File: config.mk
export PLATFORM = sky130hd
export DESIGN_NAME = fetch_unit
export DESIGN_NICKNAME = d
export VERILOG_FILES = /design/src/rtl/fetch_unit_pkg.sv /design/src/rtl/fetch_unit.sv
export SDC_FILE = /design/constraint.sdc
export NUM_CORES = 1
export LEC_CHECK = 0
export CAP_MARGIN = 20
export CELL_PAD_IN_SITES_DETAIL_PLACEMENT = 2
export CELL_PAD_IN_SITES_GLOBAL_PLACEMENT = 2
export CORE_AREA = 3 3 158 160
export DETAILED_ROUTE_END_ITERATION = 8
export DIE_AREA = 0 0 161 163
export PLACE_DENSITY = 0.77
export RECOVER_POWER = 50
export SLEW_MARGIN = 20
export SYNTH_ARGS = -nofsm -noshare
export SYNTH_HDL_FRONTEND = slang
export SYNTH_SLANG_ARGS = --single-unit
File: constraint.sdc
create_clock -name clk -period 6.1 [get_ports clk]
set_input_delay 1.83 -clock clk [delete_from_list [all_inputs] [get_ports clk]]
set_output_delay 1.83 -clock clk [all_outputs]
set_load 0.05 [all_outputs]
File: src/rtl/fetch_unit_pkg.sv
// Shared core package for the instruction-fetch stage.
// Holds the fetch state encoding, the canonical NOP used by both the fetch
// stage and the IF/ID flush path, and the default reset PC.
package fetch_unit_pkg;

  typedef enum logic [1:0] {
    S_REQ     = 2'd0,  // ready to issue a cache request
    S_WAIT    = 2'd1,  // one request outstanding, waiting for its response
    S_DISCARD = 2'd2   // redirected while waiting; the response will be dropped
  } fetch_state_e;

  // addi x0, x0, 0
  localparam logic [31:0] NOP_INST = 32'h0000_0013;
  localparam logic [31:0] RESET_PC = 32'h0000_0000;

endpackage

File: src/rtl/fetch_unit.sv
// IF stage of the RV32I cached core.
// Keeps the PC, issues at most one instruction-cache request at a time,
// buffers the returned instruction until the IF/ID register takes it, and
// handles branch/jump redirects (including dropping an in-flight response).
//
// Ports:
//   clk, rst          clock; asynchronous active-high reset
//   stall             IF/ID register holds this cycle
//   jb, jb_target     redirect request from EX and its target address
//   ic_req_valid/addr cache request (word aligned), accepted with ic_req_ready
//   ic_resp_valid/data one response per accepted request
//   F_out_inst/pc     instruction and its PC presented to IF/ID
//   waiting           no valid instruction held; IF/ID should hold
module fetch_unit #(
  parameter logic [31:0] RESET_PC = fetch_unit_pkg::RESET_PC,
  parameter logic [31:0] NOP_INST = fetch_unit_pkg::NOP_INST
) (
  input  logic        clk,
  input  logic        rst,
  input  logic        stall,
  input  logic        jb,
  input  logic [31:0] jb_target,
  output logic        ic_req_valid,
  output logic [31:0] ic_req_addr,
  input  logic        ic_req_ready,
  input  logic        ic_resp_valid,
  input  logic [31:0] ic_resp_data,
  output logic [31:0] F_out_inst,
  output logic [31:0] F_out_pc,
  output logic        waiting
);
  import fetch_unit_pkg::*;

  fetch_state_e r_state;
  logic [31:0]  r_pc;
  logic [31:0]  r_pend_pc;
  logic [31:0]  r_hold_inst;
  logic [31:0]  r_hold_pc;
  logic         r_hold_valid;

  logic         w_consume;
  logic         w_req_fire;
  logic [31:0]  w_jb_pc;

  // IF/ID takes the held instruction unless stalled; a redirect kills it.
  assign w_consume  = r_hold_valid && !stall && !jb;
  assign w_req_fire = ic_req_valid && ic_req_ready;
  assign w_jb_pc    = {jb_target[31:2], 2'b00};

  // A new request may only go out once the hold buffer is free (or freed this
  // cycle). rst gates the request so nothing is issued while reset is held.
  assign ic_req_valid = !rst && (r_state == S_REQ) && !jb &&
                        (!r_hold_valid || w_consume);
  assign ic_req_addr  = r_pc;

  assign F_out_inst = r_hold_valid ? r_hold_inst : NOP_INST;
  assign F_out_pc   = r_hold_valid ? r_hold_pc   : 32'h0000_0000;
  assign waiting    = !r_hold_valid;

  always_ff @(posedge clk or posedge rst) begin
    if (rst) begin
      r_state      <= S_REQ;
      r_pc         <= RESET_PC;
      r_pend_pc    <= 32'h0000_0000;
      r_hold_inst  <= NOP_INST;
      r_hold_pc    <= 32'h0000_0000;
      r_hold_valid <= 1'b0;
    end else begin
      if (w_consume) begin
        r_hold_valid <= 1'b0;
      end

      // Redirect wins over everything else this cycle; a request can never
      // fire together with jb, so the PC writes below do not collide.
      if (jb) begin
        r_pc         <= w_jb_pc;
        r_hold_valid <= 1'b0;
      end

      case (r_state)
        S_REQ: begin
          if (w_req_fire) begin
            r_pend_pc <= r_pc;
            r_pc      <= r_pc + 32'd4;  // wraps silently at the top
            r_state   <= S_WAIT;
          end
        end
        S_WAIT: begin
          if (ic_resp_valid) begin
            if (!jb) begin
              r_hold_inst  <= ic_resp_data;
              r_hold_pc    <= r_pend_pc;
              r_hold_valid <= 1'b1;
            end
            r_state <= S_REQ;
          end else if (jb) begin
            // Response still in flight for the old path; swallow it later.
            r_state <= S_DISCARD;
          end
        end
        S_DISCARD: begin
          if (ic_resp_valid) begin
            r_state <= S_REQ;
          end
        end
        default: r_state <= S_REQ;
      endcase
    end
  end

endmodule

==> impl_metrics.xml <==
<?xml version="1.0" encoding="UTF-8"?>
<metrics>
  <group name="clock_network">
    <metric name="cts_hold_buf" unit="">0</metric>
    <metric name="clk_latency" unit="ns">0.42</metric>
    <metric name="postCtsSetupRepairBufs" unit="">0</metric>
    <metric name="clockRootBuffer" unit="">sky130_fd_sc_hd__clkbuf_16</metric>
    <metric name="h_tree_level_count" unit="">4</metric>
    <metric name="cts.path.max_buffers" unit="">2</metric>
    <metric name="clock_pin_slew_on_the_worst_setup_and_hold_paths" unit="ns">0.06</metric>
    <metric name="tritoncts_clock_tree" unit="">yes</metric>
    <metric name="postCtsResizedCells" unit="">0</metric>
    <metric name="tritoncts.num_buffers" unit="">17</metric>
    <metric name="cts.sink_count" unit="">131</metric>
  </group>
  <group name="grt">
    <metric name="grt_usage" unit="">0.155</metric>
    <metric name="grt_overflow_total" unit="">0</metric>
    <metric name="grt_first_pass_wirelength" unit="mm">31.5</metric>
    <metric name="number_of_antenna_violations_at_the_first_check_in_global_routing" unit="">1</metric>
    <metric name="maximum_number_of_pins_on_one_net_before_global_route_repair" unit="">84</metric>
    <metric name="vias_in_the_first_global_route" unit="">5519</metric>
  </group>
  <group name="power_and_ir_drop">
    <metric name="power.ir.vdd_worst" unit="mV">0.134</metric>
    <metric name="design_power_total" unit="mW">2.82</metric>
    <metric name="leakagePower" unit="nW">3.63</metric>
    <metric name="power-per-cell-area" unit="nW/um2">330</metric>
  </group>
  <group name="logic_synthesis">
    <metric name="postSynthAreaPerCell" unit="um2">10.7</metric>
    <metric name="postSynthRegisterBits" unit="">131</metric>
    <metric name="asyncSetResetFlopFracSynth" unit="">1.00</metric>
    <metric name="synth_warnings" unit="">0</metric>
    <metric name="basic_gate_share_of_the_synthesized_area_counting_and_or_nand_and_nor_cells" unit="">0.201</metric>
    <metric name="synth.distinct_cells" unit="">51</metric>
    <metric name="dominant_combinational_cell_family_by_area_after_synthesis" unit="">simple AND/OR/NAND/NOR gates</metric>
    <metric name="synth_edf_count" unit="">0</metric>
    <metric name="synth_mux_area_frac" unit="">0.136</metric>
    <metric name="synth_adder_area_share" unit="">0.00211</metric>
    <metric name="dominantRegCellSynth" unit="">sky130_fd_sc_hd__dfrtp_1</metric>
    <metric name="synthesis.area" unit="um2">5920</metric>
    <metric name="yosysSeqAreaShare" unit="">0.554</metric>
    <metric name="post_synth_inst_count" unit="">551</metric>
    <metric name="mappedNetlistNets" unit="">622</metric>
    <metric name="xor_xnor_share_of_the_synthesized_area" unit="">0</metric>
    <metric name="synth_compound_area_frac" unit="">0.0759</metric>
  </group>
  <group name="drt">
    <metric name="post-route-drc-count" unit="">0</metric>
    <metric name="num_vias" unit="">4850</metric>
    <metric name="post_drt_wl_per_cell" unit="um">18.8</metric>
    <metric name="drtAntennaViolNets" unit="">0</metric>
    <metric name="drt-vias-per-instance" unit="">4.65</metric>
    <metric name="drtIter0Drc" unit="">180</metric>
    <metric name="drtPass1Iterations" unit="">4</metric>
    <metric name="routed_wl" unit="mm">19.7</metric>
  </group>
  <group name="floorplan">
    <metric name="io_pins" unit="">168</metric>
    <metric name="number_of_cell_rows" unit="">56</metric>
    <metric name="die_area" unit="um2">26200</metric>
    <metric name="initial_utilization" unit="">0.252</metric>
    <metric name="die_h" unit="um">163</metric>
    <metric name="core_area" unit="um2">23500</metric>
    <metric name="die_w" unit="um">161</metric>
  </group>
  <group name="sta">
    <metric name="post_route_clock_skew" unit="ns">0.0134</metric>
    <metric name="report.final.slew_viol_count" unit="">64</metric>
    <metric name="final-hold-violation-count" unit="">0</metric>
    <metric name="min_period" unit="ns">5.05</metric>
    <metric name="final_min_period_over_clock_period" unit="">0.828</metric>
    <metric name="grt_setup_unrepaired" unit="">false</metric>
    <metric name="timing.final.setup_violations" unit="">0</metric>
    <metric name="setup_total_neg_slack" unit="ns">0</metric>
    <metric name="worst_slew_margin" unit="">-0.226</metric>
    <metric name="f_max" unit="MHz">198</metric>
    <metric name="worst_pin_slew" unit="ns">1.84</metric>
  </group>
  <group name="final_layout">
    <metric name="final_util" unit="">0.362</metric>
    <metric name="share_of_cells_above_drive_strength_1" unit="">0.157</metric>
    <metric name="post_layout_nonfiller_instances" unit="">1043</metric>
    <metric name="fin_nets" unit="">782</metric>
    <metric name="antenna_cells" unit="">0</metric>
    <metric name="number_of_filler_instances_in_the_final_layout" unit="">2563</metric>
    <metric name="area_delta_synth_final" unit="%">44.0</metric>
  </group>
  <group name="worst_setup_path">
    <metric name="worstPathArrival" unit="ns">3.22</metric>
    <metric name="critPathKind" unit="">in -&gt; out</metric>
    <metric name="crit_fanout" unit="">4</metric>
    <metric name="required" unit="ns">4.27</metric>
    <metric name="worst_setup_path_end_kind" unit="">output pin</metric>
    <metric name="cp-start-kind" unit="">primary input</metric>
  </group>
  <group name="placement">
    <metric name="post-dp-hpwl" unit="mm">13.4</metric>
    <metric name="port-buffer-count" unit="">165</metric>
    <metric name="finalWeightedCongestion" unit="">0.721</metric>
    <metric name="place_inst" unit="">1011</metric>
  </group>
  <group name="status">
    <metric name="outcome" unit="">finished with violations</metric>
    <metric name="failed_checks" unit="">max-capacitance violations, max-slew violations</metric>
  </group>
  <group name="flow_run">
    <metric name="drv.max_cap_violation_count" unit="">2</metric>
  </group>
  <group name="min_path">
    <metric name="worstHoldPathType" unit="">reg -&gt; reg</metric>
  </group>
</metrics>
==> layer usage <==
metal,vias to the layer above,part of all wire,track usage
li1,2213,-,-
met1,2485,0.45,0.194
met2,130,0.48,0.265
met3,20,0.049,0.0374
met4,2,0.012,0.0501
met5,-,0.00087,0
==> cells by family (layout without fill, tap and decap cells) <==
logic type	count (synthesis)	in the layout
AO/OA/AOI/OAI	63	63
flip-flops	131	131
AND/OR/NAND/NOR	238	238
adder cells (fa/ha/maj)	1	1
multiplexers	72	72
buffers and inverters	46	219
==> per-stage QoR <==
stage          setup WS, ns  cell area (um2)  hold slack [ns]
2_1_floorplan         0.777             5920            0.438
3_3_place_gp           1.24             7930            0.457
3_5_place_dp           1.25             7930            0.464
4_1_cts                1.25             8550            0.480
5_1_grt               0.916             8530            0.508
6_report               1.05             8530            0.474
==> critical path, stage by stage <==
cell                            delay [ns]
sky130_fd_sc_hd__dlygate4sd3_1        0.61
sky130_fd_sc_hd__a211oi_1             0.18
sky130_fd_sc_hd__clkbuf_1             0.24
sky130_fd_sc_hd__and2_1               0.21
sky130_fd_sc_hd__buf_12               0.15
==> synth_stat cells, types with 2 or more instances <==
library cell,count,share of area
sky130_fd_sc_hd__dfrtp_1,128,0.54
sky130_fd_sc_hd__nand2_1,99,0.063
sky130_fd_sc_hd__mux2_2,66,0.13
sky130_fd_sc_hd__and2_1,64,0.068
sky130_fd_sc_hd__nor2_1,23,0.015
sky130_fd_sc_hd__clkbuf_1,19,0.012
sky130_fd_sc_hd__inv_1,13,0.0082
sky130_fd_sc_hd__o21ai_0,12,0.010
sky130_fd_sc_hd__nand3_1,10,0.0085
sky130_fd_sc_hd__buf_2,9,0.0076
sky130_fd_sc_hd__a21oi_1,7,0.0059
sky130_fd_sc_hd__a311oi_1,7,0.010
sky130_fd_sc_hd__and3_1,7,0.0074
sky130_fd_sc_hd__mux2i_1,6,0.010
sky130_fd_sc_hd__a211oi_1,5,0.0063
sky130_fd_sc_hd__nor3_1,5,0.0042
sky130_fd_sc_hd__nor4_1,5,0.0053
sky130_fd_sc_hd__or4_1,5,0.0063
sky130_fd_sc_hd__buf_1,4,0.0025
sky130_fd_sc_hd__nand2b_1,4,0.0042
sky130_fd_sc_hd__o22ai_1,4,0.0042
sky130_fd_sc_hd__a221oi_1,3,0.0044
sky130_fd_sc_hd__a22oi_1,3,0.0038
sky130_fd_sc_hd__dfstp_2,3,0.013
sky130_fd_sc_hd__nand4_1,3,0.0032
sky130_fd_sc_hd__o311ai_0,3,0.0044
sky130_fd_sc_hd__a21boi_0,2,0.0025
sky130_fd_sc_hd__a21o_1,2,0.0025
sky130_fd_sc_hd__a31oi_1,2,0.0021
sky130_fd_sc_hd__and4_1,2,0.0030
sky130_fd_sc_hd__nor2b_1,2,0.0021
sky130_fd_sc_hd__o211ai_1,2,0.0025
sky130_fd_sc_hd__o221a_2,2,0.0038
sky130_fd_sc_hd__o31ai_1,2,0.0025
sky130_fd_sc_hd__or2_2,2,0.0021
==> cells in the final DEF, fill, tap and decap left out, types with 7 or more instances in the layout <==
cell type and instances:
sky130_fd_sc_hd__mux2_2 66, sky130_fd_sc_hd__dfrtp_1 127, sky130_fd_sc_hd__nor2_1 23, sky130_fd_sc_hd__clkdlybuf4s50_1 157
sky130_fd_sc_hd__clkbuf_1 8, sky130_fd_sc_hd__and2_1 64, sky130_fd_sc_hd__o21ai_0 12, sky130_fd_sc_hd__clkbuf_16 17
sky130_fd_sc_hd__dlygate4sd3_1 7, sky130_fd_sc_hd__nand3_1 9, sky130_fd_sc_hd__nand2_1 99, sky130_fd_sc_hd__a311oi_1 7
sky130_fd_sc_hd__a21oi_1 7, sky130_fd_sc_hd__inv_1 12
==> path summary, 6_finish.rpt <==
kind	start	end	slack (ns)	cells past startpoint
worst max-delay path	rst	ic_req_valid	1.05	5
worst min-delay path	r_pend_pc[23]	r_pend_pc[23]	0.47	2
worst max register to register	r_hold_valid	ic_req_addr[9]	2.56	7
worst min register to register	r_pend_pc[23]	r_pend_pc[23]	0.47	2
max in group asynchronous	rst	r_hold_inst[19]	1.97	3
min in group asynchronous	rst	r_hold_valid	2.08	2
==> state kept, by name, indices dropped and copies added (netlist names) <==
name	cells
r_hold_inst	32
r_pend_pc	32
r_state	2
ic_req_addr	32
r_hold_pc	32
r_hold_valid	1
==> cell type report <==
type | instances | area, um2 | area share
inverter | 14 | 57.6 | 0.00675
clock buffer | 19 | 433 | 0.0508
multi-input combinational | 374 | 2470 | 0.289
tap | 319 | 399 | 0.0468
clock inverter | 13 | 186 | 0.0219
timing repair buffer | 173 | 1700 | 0.199
sequential | 131 | 3290 | 0.385
==> where the power goes <==
part | switching [mW] | leakage (nW) | internal (mW) | total, mW
clock | 0.403 | 0.301 | 0.685 | 1.09
sequential | 0.127 | 1.62 | 1.08 | 1.21
combinational | 0.272 | 1.71 | 0.246 | 0.518
Note: power is estimated with default switching activity, not from simulation.
